<file path="src/rtl/serial_adder_ctrl_pkg.sv">
`default_nettype none
// ============================================================================
// Module   : serial_adder_ctrl_pkg
// Purpose  : Shared definitions for the bit-serial add sequencer: FSM state
//            encodings and the bit-counter width helper.
// Ports    : none (package)
// Revision : 1.0 - initial release
// ============================================================================
package serial_adder_ctrl_pkg;

    // FSM state encodings
    localparam logic [1:0] c_st_idle = 2'd0;
    localparam logic [1:0] c_st_run  = 2'd1;
    localparam logic [1:0] c_st_done = 2'd2;

    // Bit counter width: enough bits to index 0..width-1, never below 1.
    function automatic int cnt_width(input int width);
        return (width <= 2) ? 1 : $clog2(width);
    endfunction

endpackage : serial_adder_ctrl_pkg
`default_nettype wire

</file>
<file path="src/rtl/serial_adder_ctrl_full_adder.sv">
`default_nettype none
// ============================================================================
// Module   : full_adder
// Purpose  : Single-bit full adder cell, the shared datapath of the serial
//            adder.
// Ports    : sum  - out, a ^ b ^ cin
//            cout - out, majority(a, b, cin)
//            a    - in, operand bit A
//            b    - in, operand bit B
//            cin  - in, carry in
// Revision : 1.0 - initial release
// ============================================================================
module full_adder (
    output logic sum,
    output logic cout,
    input  logic a,
    input  logic b,
    input  logic cin
);

    assign sum  = a ^ b ^ cin;
    assign cout = (a & b) | (a & cin) | (b & cin);

endmodule : full_adder
`default_nettype wire

</file>
<file path="src/rtl/serial_adder_ctrl.sv">
`default_nettype none
// ============================================================================
// Module   : serial_adder_ctrl
// Purpose  : Bit-serial add sequencer. One full_adder cell is time-shared
//            across all WIDTH bits, LSB first, one bit per clock, with the
//            carry held in a flop. Result {cout,sum} = a + b + cin.
// Ports    : clk   - in,  rising-edge clock
//            rst_n - in,  synchronous active-low reset
//            start - in,  add request, sampled only when not busy
//            a, b  - in,  WIDTH-bit operands, captured on accepted start
//            cin   - in,  carry-in, captured on accepted start
//            busy  - out, high while an addition is in progress
//            done  - out, one-cycle pulse when sum/cout are valid
//            sum   - out, WIDTH-bit result, held until next accepted start
//            cout  - out, final carry-out, same hold rule as sum
// Revision : 1.0 - initial release
// ============================================================================
module serial_adder_ctrl
    import serial_adder_ctrl_pkg::*;
#(
    parameter int WIDTH = 8
) (
    input  logic             clk,
    input  logic             rst_n,
    input  logic             start,
    input  logic [WIDTH-1:0] a,
    input  logic [WIDTH-1:0] b,
    input  logic             cin,
    output logic             busy,
    output logic             done,
    output logic [WIDTH-1:0] sum,
    output logic             cout
);

    localparam int              CW     = cnt_width(WIDTH);
    localparam logic [CW-1:0]   c_last = CW'(WIDTH - 1);

    logic [1:0]       r_state;
    logic [CW-1:0]    r_cnt;
    logic [WIDTH-1:0] r_a_sh;
    logic [WIDTH-1:0] r_b_sh;
    logic [WIDTH-1:0] r_sum;
    logic             r_carry;
    logic             r_cout;

    logic             w_fa_sum;
    logic             w_fa_cout;
    logic             w_accept;

    // The single shared adder cell always looks at the LSBs of the shift
    // registers and the running carry.
    full_adder u_fa (
        .sum  (w_fa_sum),
        .cout (w_fa_cout),
        .a    (r_a_sh[0]),
        .b    (r_b_sh[0]),
        .cin  (r_carry)
    );

    // A start is only honoured outside RUN; DONE accepts for back-to-back adds.
    assign w_accept = start && (r_state == c_st_idle || r_state == c_st_done);

    always_ff @(posedge clk) begin
        if (!rst_n) begin
            r_state <= c_st_idle;
            r_cnt   <= '0;
            r_a_sh  <= '0;
            r_b_sh  <= '0;
            r_sum   <= '0;
            r_carry <= 1'b0;
            r_cout  <= 1'b0;
        end else begin
            case (r_state)
                c_st_idle, c_st_done: begin
                    if (w_accept) begin
                        r_state <= c_st_run;
                        r_a_sh  <= a;
                        r_b_sh  <= b;
                        r_carry <= cin;
                        r_cnt   <= '0;
                        r_sum   <= '0;
                    end else begin
                        r_state <= c_st_idle;
                    end
                end
                c_st_run: begin
                    r_a_sh  <= r_a_sh >> 1;
                    r_b_sh  <= r_b_sh >> 1;
                    // New sum bit enters at the MSB; after WIDTH shifts the
                    // first (LSB) result bit has arrived at bit 0.
                    r_sum   <= {w_fa_sum, r_sum[WIDTH-1:1]};
                    r_carry <= w_fa_cout;
                    if (r_cnt == c_last) begin
                        r_state <= c_st_done;
                        r_cout  <= w_fa_cout;
                    end else begin
                        r_cnt   <= r_cnt + 1'b1;
                    end
                end
                default: begin
                    r_state <= c_st_idle;
                end
            endcase
        end
    end

    assign busy = (r_state == c_st_run);
    assign done = (r_state == c_st_done);
    assign sum  = r_sum;
    assign cout = r_cout;

endmodule : serial_adder_ctrl
`default_nettype wire
</file>
<file path="config.mk">
export PLATFORM = sky130hd
export DESIGN_NAME = serial_adder_ctrl
export DESIGN_NICKNAME = d
export VERILOG_FILES = /design/src/rtl/serial_adder_ctrl_pkg.sv /design/src/rtl/serial_adder_ctrl_full_adder.sv /design/src/rtl/serial_adder_ctrl.sv
export SDC_FILE = /design/constraint.sdc
export NUM_CORES = 1
export LEC_CHECK = 0
export CAP_MARGIN = 20
export CORE_UTILIZATION = 50
export CTS_CLUSTER_DIAMETER = 80
export CTS_CLUSTER_SIZE = 10
export DETAILED_ROUTE_END_ITERATION = 8
export GPL_TIMING_DRIVEN = 0
export PLACE_DENSITY_LB_ADDON = 0.1
export SLEW_MARGIN = 20
export SYNTH_ARGS = -nofsm -noshare
export SYNTH_HDL_FRONTEND = slang
export SYNTH_HIERARCHICAL = 1
export SYNTH_SLANG_ARGS = --single-unit
export TNS_END_PERCENT = 100
</file>
<file path="constraint.sdc">
create_clock -name clk -period 3.5 [get_ports clk]
set_clock_uncertainty 0.1 [all_clocks]
set_input_delay 0.35 -clock clk [delete_from_list [all_inputs] [get_ports clk]]
set_output_delay 0.35 -clock clk [all_outputs]
set_load 0.03 [all_outputs]
</file>
Yosys cells after proc, flatten, opt, wreduce, memory -nomap -nowiden:

Cells that the tools add are included.

* flip-flop bits (word level): 31
* output and inout port bits: 11
* word-level logic and storage cells: 43
* bits of input ports: 20

* bitwise operators: 7
* multiplexer cells: 14
* eq/ne operators: 6
* add/sub/neg operators: 1
* reductions and logical operators: 8

Operators with widths (count)
* $pmux 8 s2: 3
* $mux 8: 3
* $mux 3: 2
* $pmux 3 s2: 1
* $ne 2x2->1 const B: 2
* $pmux 2 s2: 1
* $reduce_and 2->1: 2
* $add 3x1->3 const B: 1
* $and 1x1->1: 3
* $eq 3x3->1 const B: 1
* $reduce_and 3->1: 1
* $eq 2x1->1 const B: 1
* $eq 2x2->1 const B: 1
* $logic_not 2->1: 1
* $mux 1: 2
* $mux 2: 1
* $ne 2x1->1 const B: 1
* $or 1x1->1: 2
* $pmux 1 s2: 1
* $reduce_bool 2->1: 1
* $reduce_or 2->1: 1
* $xor 1x1->1: 2
* $logic_and 1x1->1: 1
* $logic_or 1x1->1: 1

Logic depth before layout (Yosys ltp):

Gate-level depths: netlist of run 1.

* word-level depth: 5
* mapped depth: 6
* depth with buffers taken out: 5

Hierarchy:

The synthesis of run 1 kept the hierarchy.

Modules (own cells, without submodules)
* serial_adder_ctrl: area each 1320.0 um2, seq. area each 620.6 um2, instances 1, cells each 158
* full_adder: area each 20.0 um2, seq. area each 0.0 um2, instances 1, cells each 1

Least setup slack after synthesis of run 1:

Ideal clock, no wire load.

* path kind: reg-to-reg
* start: reg r_cnt[0]
* end: reg r_cnt[0]
* period minus slack after synthesis: 1.442 ns
* data arrival time: 1.228 ns
* data required time: 3.285 ns
* stages on the path, launching flop included: 6
* buffers on the path: 0
* library setup time: 0.115 ns
* path slack: 2.058 ns
* path through: dfxtp_1 ha_1 ha_1 nor3b_2 nor3b_1 o21a_1

* cells in the longest elaborated chain, start to end: 3
* elaborated cells between the ends (all ways): 6
* those cells by class: add/sub (1); eq/ne (2); mux (2); reduce/logical (1)

Ends and longest elaborated chain
* start: declaration: RTL line serial_adder_ctrl.sv:39 `logic [CW-1:0] r_cnt;`
* start signal: assignment: RTL line serial_adder_ctrl.sv:97 `r_cnt <= r_cnt + 1'b1;`
* $add 3x1->3 / $eq 3x3->1 (equally long branches): RTL line serial_adder_ctrl.sv:97, serial_adder_ctrl.sv:93
* $mux 3 / $ne 2x2->1 (equally long branches)
* $pmux 3 s2 / $reduce_and 3->1 (equally long branches)

Several ways; a longest one is shown, not always the timed one. The select of a mux whose other input is x is not followed.
A chain may end at the register's enable or synchronous reset.

Worst setup path in the final report of run 1:

* start: reg r_state[1]
* end: out busy

* cells in the longest elaborated chain, start to end: 1

Ends and longest elaborated chain
* start: declaration: RTL line serial_adder_ctrl.sv:38 `logic [1:0] r_state;`
* start signal: assignment: RTL line serial_adder_ctrl.sv:65 `r_state <= c_st_idle;`
* start signal: assignment: RTL line serial_adder_ctrl.sv:76 `r_state <= c_st_run;`
* start signal: assignment: RTL line serial_adder_ctrl.sv:83 `r_state <= c_st_idle;`
* $eq 2x1->1: RTL line serial_adder_ctrl.sv:107 `assign busy = (r_state == c_st_run);`
* end: declaration: RTL line serial_adder_ctrl.sv:29 `output logic busy,`

Every way passes these cells.

==> results of run 1 <==
==> synthesized netlist by cell type <==
cell	instances	share of area, %
inv_1	1	0.28
o21ai_0	4	1.5
nor2b_1	2	0.93
ha_1	2	1.9
nand3b_1	2	1.1
clkbuf_1	3	0.84
nand3_1	11	4.1
a31oi_1	15	7.0
nand2_1	42	12
nor3b_2	1	0.93
inv_2	1	0.28
nor3b_1	1	0.56
nor3_1	1	0.37
and3_1	1	0.47
buf_6	2	1.7
dfxtp_1	31	46
o21a_1	2	1.1
a21boi_1	13	7.3
buf_2	2	0.75
fa_1	1	1.5
buf_4	7	3.9
nand2b_1	2	0.93
o21ai_1	12	4.5
==> layout make-up <==
| type | count | area [um2] |
|---|---|---|
| sequential | 31 | 621 |
| tap | 30 | 37.5 |
| buffer | 14 | 96.3 |
| fill | 225 | 753 |
| clock buffer | 8 | 68.8 |
| inverter | 2 | 7.51 |
| timing repair buffer | 30 | 300 |
| multi-input combinational | 112 | 616 |
==> worst max path at each step <==
stage / start / end / slack [ns] / cells after the start
after floorplan: r_cnt[0] / r_cnt[0] / 2.06 / 5
after global placement: r_state[1] / busy / 1.57 / 5
after detailed placement: r_state[1] / busy / 1.57 / 5
after CTS: r_state[1] / busy / 1.18 / 5
after global routing: r_state[1] / busy / 1.12 / 5
final: r_state[1] / busy / 1.18 / 5
==> worst reg2reg max path: stages, from the launching register on <==
cell and delay (ns):
dfxtp_1 0.33, ha_1 0.20, ha_1 0.24, nor3b_2 0.32, nor3b_1 0.09, o21a_1 0.18
==> power groups by stage <==
stage / combinational, mW / sequential, mW / clock [mW]
2_1_floorplan: 0.0756 / 0.395 / 0
3_5_place_dp: 0.122 / 0.395 / 0
3_3_place_gp: 0.118 / 0.395 / 0
5_1_grt: 0.133 / 0.390 / 0.262
4_1_cts: 0.122 / 0.387 / 0.244
6_report: 0.122 / 0.388 / 0.240
==> cells by family after synthesis <==
logic type | after synthesis
simple gates | 63
compound gates | 46
flops | 31
buf+inv | 16
fa+ha+maj | 3
==> layer usage <==
metal	part of all wire (%)	vias up	routed length, um
li1	-	621	-
met1	49	588	1450
met2	44	29	1300
met3	4.8	4	142
met4	1.8	0	53
met5	0	-	0
==> registers in the layout (all words and copies together), names as in the netlist <==
register  count
r_a_sh        8
r_carry       1
r_state       2
cout          1
r_cnt         3
r_b_sh        8
sum           8
==> key figures, run 1 <==
CTS
  – Clock slew at reported path FFs: 0.10 ns
  – Clock Path Buffers: 2
  – H-Tree Level Count: 2
  – Hold buffer count at cts: 0
  – Clk_lat worst skew: 0.34 ns
  – Postcts setup bufs: 0
  – Post-cts resize count: 0
  – Total CTS buffers: 5
  – Clock sink count: 31
  – CTS root buffer: clkbuf_4
  – CTS tree: yes

Floorplanning
  – Row count: 18
  – Die ar.: 0.00289 mm2
  – Die W: approximately 54 um
  – Initial Util: 53.6%
  – Die H: approximately 54 um
  – I/O pin total: 31
  – Core ar.: 0.00250 mm2

Synthesis
  – Sequential area share after synthesis: 46.3%
  – Synth unique cells: 23
  – Adder-Cell Fraction of Synth Area: under 10%
  – Synth Area in Compound Gates: 21.4%
  – Xor and xnor fraction of the mapped netlist area: 0%
  – Seq cells post-synth: 31
  – Synthesized net count: between 150 and 200
  – Post-synthesis mux area share: 0%
  – Post-synthesis cell count: approximately 160
  – Simple-Gate Fraction of Synth Area: 21.2%
  – Largest family of logic cells by synthesized area: compound AO/OA/AOI/OAI gates
  – Ys Warns: 6
  – Syn avg cell area: 8.43 um2
  – Cell area after synthesis: 0.00134 mm2

Finish
  – Most frequent cells in the layout: 42 x nand2_1, 31 x dfxtp_1, 30 x clkdlybuf4s50_1
  – Synth-to-layout area growth: 30.3%
  – Commonest non-fill, non-tap cell in the layout: nand2_1
  – Layout cell share with drive strength beyond 1: around 10%
  – Fin cells: roughly 230
  – Fin nets: roughly 220
  – Cell area after layout: 0.00175 mm2
  – Post-layout util: 69.9%
  – Ant diodes: 0

Drt
  – Remaining DRCs: 0
  – Routed len/inst: between 10 and 15 um
  – Count of routing violations after the opening detailed-route iteration: 26
  – Routed WL: about 2900 um
  – Routed Antenna Nets: 0
  – Routed vias: 1,242
  – Via/cell ratio: between 5 and 6
  – Pre-antenna DRT Iters: 4

Global route
  – GRT Util Overall: a little under a quarter
  – First-pass GRT wire length: 4450 um
  – GRT overflow: 0
  – Antenna violations before repair: 0
  – Vias in the first global route: 1,005
  – Pin count of the biggest net entering global routing: 11
  – M1 GR Usage: between 20% and 30%
  – Gr busiest metal: met2
  – Met2 GRT Util: about a third
  – Met3 Usage GRT: between 8 and 9%

Min path
  – Hold endpoint: sum[0]
  – Hold wc startpoint: sum[0]
  – Hold Path Depth: 2
  – Worst min path class: reg2reg

Critical path
  – Kind of critical path: reg2out
  – CP max stage delay: between 0.6 and 0.7 ns
  – RR Startpoint: r_cnt[0]
  – Flop2flop setup slack: 1.93 ns
  – Reg2reg end: r_cnt[0]
  – CP Capture Type: output pin
  – Worst Path Required: 3.05 ns
  – Top delay family on crit path: buffers and inverters
  – Worst path bufs/invs: 4
  – R2R cell count: 5
  – Cell mode on critical path: buf_4
  – Worst path cell trace: nand2b_1 -> buf_4 -> inv_2 -> buf_4 -> clkdlybuf4s50_1
  – CP Launch Type: register
  – WP data arrival: 1.87 ns
  – CP max stage cell: clkdlybuf4s50_1
  – Critical path peak fanout: 10

Timing
  – Worst Max-Slew Pin Slew: about 0.39 ns
  – Max Fclk: 431 MHz
  – Final hold vios: 0
  – Rel. slew slack: around three quarters
  – Setup TNS: 0 ns
  – Final Slew Violations: 0
  – Final setup viols: 0
  – Final Hold Slack: 0.371 ns
  – Final period demand of the worst path: around 2.3 ns
  – Final worst slack: 1.18 ns
  – RSZ-0062 raised after global routing: no
  – Final Cycle Share: 66.2%

Placed design
  – Final RePlAce weighted congestion: 0.739
  – HPWL after DPL: 2040 um
  – Buffers on Ports: 30
  – Number of instances in the placed design: 219
  – Place WS: roughly 1.6 ns
  – Placed Area: between 0.0015 and 0.002 mm2

Pwr
  – Power, Total: about 0.75 mW
  – Static Leak: between 0.6 and 0.7 nW
  – Power per Cell Area: 429 mW/mm2
  – Logic pwr share: 16.3%
  – Worst VDD drop: 0.292 mV
  – Seq pwr share: between 50% and 60%
  – Clock network fraction of design power: 32.0%
  – Net Sw Frac: 26.2%
  – Int Pwr: roughly 0.55 mW
  – Switching power: 0.197 mW

Job
  – Max Cap Violations: 0

Outcome
  – Outcome: complete, no violations
No activity file was read; power rests on OpenSTA's default activity.
==> run 2, diff against run 1 <==
--- a/config.mk
+++ b/config.mk
@@ -6,7 +6,7 @@
 export NUM_CORES = 1
 export LEC_CHECK = 0
 export CAP_MARGIN = 20
-export CORE_UTILIZATION = 50
+export CORE_UTILIZATION = 48
 export CTS_CLUSTER_DIAMETER = 80
 export CTS_CLUSTER_SIZE = 10
 export DETAILED_ROUTE_END_ITERATION = 8
==> constraint.sdc (replaced) <==
create_clock -name clk -period 2.3 [get_ports clk]
set_clock_uncertainty 0.1 [all_clocks]
set_input_delay 0.23 -clock clk [delete_from_list [all_inputs] [get_ports clk]]
set_output_delay 0.23 -clock clk [all_outputs]
set_load 0.03 [all_outputs]
==> run 2 against run 1 <==
Effect of this change:
- sequential share of layout area decreased by 0.35 points
- global-route usage rose by 1.0 points
- total power increased by 63%
- die area is 4.0% higher
- setup slack worse by 1.1 ns
- clock-buffer cell count decreased by 2
- sequential power rose by 52%
- wire length increased by 0.17%
- non-clock buffer count stayed put
- critical path depth did not move
- final cell count is the same
- utilization decreased by 1.2 points
- critical endpoint unchanged
==> key figures, run 2 (synthesized netlist as in run 1, its figures left out) <==
Outcome
  – Outcome: complete, no violations

Global route
  – Pin count of the biggest net entering global routing: 11 (unchanged)
  – First-pass GRT wire length: 4840 um (+8.7%)
  – Met2 GRT Util: 37.6% (+3.2 points)
  – Vias in the first global route: 1,129 (+12%)
  – GRT overflow: 0 (unchanged)
  – M1 GR Usage: 28.3% (+0.48 points)
  – Antenna violations before repair: 0 (unchanged)
  – Gr busiest metal: met2
  – Met3 Usage GRT: 6.11% (-2.4 points)
  – GRT Util Overall: 23.8% (+1.0 points)

Critical path
  – Worst path cell trace: nand2b_1 -> buf_4 -> inv_2 -> buf_4 -> clkdlybuf4s50_1
  – Reg2reg end: r_cnt[0]
  – R2R cell count: 5 (unchanged)
  – Top delay family on crit path: buffers and inverters
  – CP Capture Type: output pin
  – Cell mode on critical path: buf_4
  – Worst path bufs/invs: 4 (unchanged)
  – Flop2flop setup slack: 0.72 ns (-1.21 ns)
  – WP data arrival: 1.88 ns (about the same)
  – Critical path peak fanout: 10 (unchanged)
  – CP max stage delay: 0.68 ns (about the same)
  – RR Startpoint: r_cnt[0]
  – CP Launch Type: register
  – Kind of critical path: reg2out
  – CP max stage cell: clkdlybuf4s50_1
  – Worst Path Required: 1.97 ns (-1.08 ns)

CTS
  – H-Tree Level Count: 2 (unchanged)
  – CTS tree: yes
  – CTS root buffer: clkbuf_4
  – Clock slew at reported path FFs: 0.10 ns (about the same)
  – Hold buffer count at cts: 0 (unchanged)
  – Clock sink count: 31 (unchanged)
  – Postcts setup bufs: 0 (unchanged)
  – Total CTS buffers: 5 (unchanged)
  – Clock Path Buffers: 2 (unchanged)
  – Clk_lat worst skew: 0.34 ns (about the same)
  – Post-cts resize count: 0 (unchanged)

Timing
  – RSZ-0062 raised after global routing: no
  – Worst Max-Slew Pin Slew: 0.406 ns (+0.0194 ns)
  – Final Hold Slack: 0.322 ns (-0.0491 ns)
  – Final setup viols: 0 (unchanged)
  – Setup TNS: 0 ns (unchanged)
  – Final hold vios: 0 (unchanged)
  – Final period demand of the worst path: approximately 2.2 ns
  – Max Fclk: 453 MHz
  – Rel. slew slack: 72.9% (-1.3 points)
  – Final Slew Violations: 0 (unchanged)
  – Final Cycle Share: 96.0%

Floorplanning
  – I/O pin total: 31 (unchanged)
  – Core ar.: 0.00257 mm2 (+2.7%)
  – Die W: 54.8 um (+2.0%)
  – Die ar.: 0.00301 mm2 (+4.0%)
  – Initial Util: 52.2% (-1.4 points)
  – Row count: 18 (unchanged)
  – Die H: 54.8 um (+2.0%)

Min path
  – Hold wc startpoint: a[7]
  – Hold Path Depth: 3 (+1)
  – Worst min path class: in2reg
  – Hold endpoint: r_a_sh[7]

Drt
  – Remaining DRCs: 0 (unchanged)
  – Count of routing violations after the opening detailed-route iteration: 21 (-19%)
  – Routed Antenna Nets: 0 (unchanged)
  – Routed WL: 2950 um (+0.17%)
  – Routed len/inst: 13.0 um (+0.17%)
  – Via/cell ratio: 5.46 (-0.16%)
  – Routed vias: 1,240 (-0.16%)
  – Pre-antenna DRT Iters: 4 (unchanged)

Finish
  – Fin nets: 219 (unchanged)
  – Commonest non-fill, non-tap cell in the layout: nand2_1
  – Layout cell share with drive strength beyond 1: 10.7% (+0.51 points)
  – Fillers: 221 (-1.8%)
  – Cell area after layout: 0.00176 mm2 (+1.0%)
  – Most frequent cells in the layout: 42 x nand2_1, 31 x dfxtp_1, 30 x clkdlybuf4s50_1
  – Ant diodes: 0 (unchanged)
  – Synth-to-layout area growth: 31.7%

Job
  – Max Cap Violations: 0 (unchanged)

Placed design
  – HPWL after DPL: 2080 um (+1.9%)
  – Buffers on Ports: 30 (unchanged)
  – Final RePlAce weighted congestion: 0.722 (-2.2%)
  – Placed Area: 0.00168 mm2 (unchanged)

Pwr
  – Static Leak: 0.666 nW (+1.5%)
  – Worst VDD drop: 0.598 mV (+110%)
  – Power per Cell Area: 693 mW/mm2 (+62%)
  – Power, Total: 1.22 mW (+63%)
-- run 2: changes by cell type in the layout (fill, tap and decap cells not counted), sizes merged --
cell / delta
clkbuf: -2
bufinv: +1
clkinv: +1
-- run 2: cell type report --
class | count | area [um2] | share of cell area [%]
inverter | 2 | 7.51 | 0.426
clock inverter | 2 | 35.0 | 1.99
multi-input combinational | 112 | 616 | 34.9
timing repair buffer | 30 | 300 | 17.0
clock buffer | 6 | 51.3 | 2.91
sequential | 31 | 621 | 35.2
tap | 30 | 37.5 | 2.13
buffer | 14 | 96.3 | 5.46
-- run 2: worst max path at each step --
stage               startpoint  cells past startpoint       end  slack, ns
global route        r_state[1]                      5      busy       0.02
CTS                 r_state[1]                      5      busy       0.09
detailed placement  r_state[1]                      5      busy       0.49
finish              r_state[1]                      5      busy       0.09
floorplan             r_cnt[0]                      5  r_cnt[0]       0.86
global placement    r_state[1]                      5      busy       0.49
-- run 2: through the flow --
| stage | utilization (%) | setup WS [ns] | std cells |
|---|---|---|---|
| 2_1_floorplan | - | 0.858 | 159 |
| 3_3_place_gp | 65.4 | 0.486 | 219 |
| 3_5_place_dp | 65.4 | 0.488 | 219 |
| 4_1_cts | 68.7 | 0.0872 | 227 |
| 5_1_grt | 68.7 | 0.0177 | 227 |
| 6_report | 68.7 | 0.0931 | 227 |
-- run 2: tightest hold or removal path: stages --
cell and delay, ns:
clkdlybuf4s50_1 0.40, nand2_1 0.06, a21boi_1 0.05
-- run 2: metal layers --
layer / up-vias / share of wire (%)
met3: 8 / 5.4
met4: 0 / 2.2
met5: - / 0
met1: 578 / 46
li1: 621 / -
met2: 33 / 47
-- run 2: report_power, final --
part	internal [mW]	total, mW	switching (mW)
Sequential	0.570	0.590	0.0202
Clock	0.257	0.447	0.190
Combinational	0.0916	0.186	0.0941
Total	0.918	1.22	0.304
==> run 3, diff against run 2 <==
--- a/config.mk
+++ b/config.mk
@@ -8,7 +8,6 @@
 export CAP_MARGIN = 20
 export CORE_UTILIZATION = 48
 export CTS_CLUSTER_DIAMETER = 80
-export CTS_CLUSTER_SIZE = 10
 export DETAILED_ROUTE_END_ITERATION = 8
 export GPL_TIMING_DRIVEN = 0
 export PLACE_DENSITY_LB_ADDON = 0.1
==> results of run 3 <==
No change in the layout: final DEF, timing and power equal those of run 2.
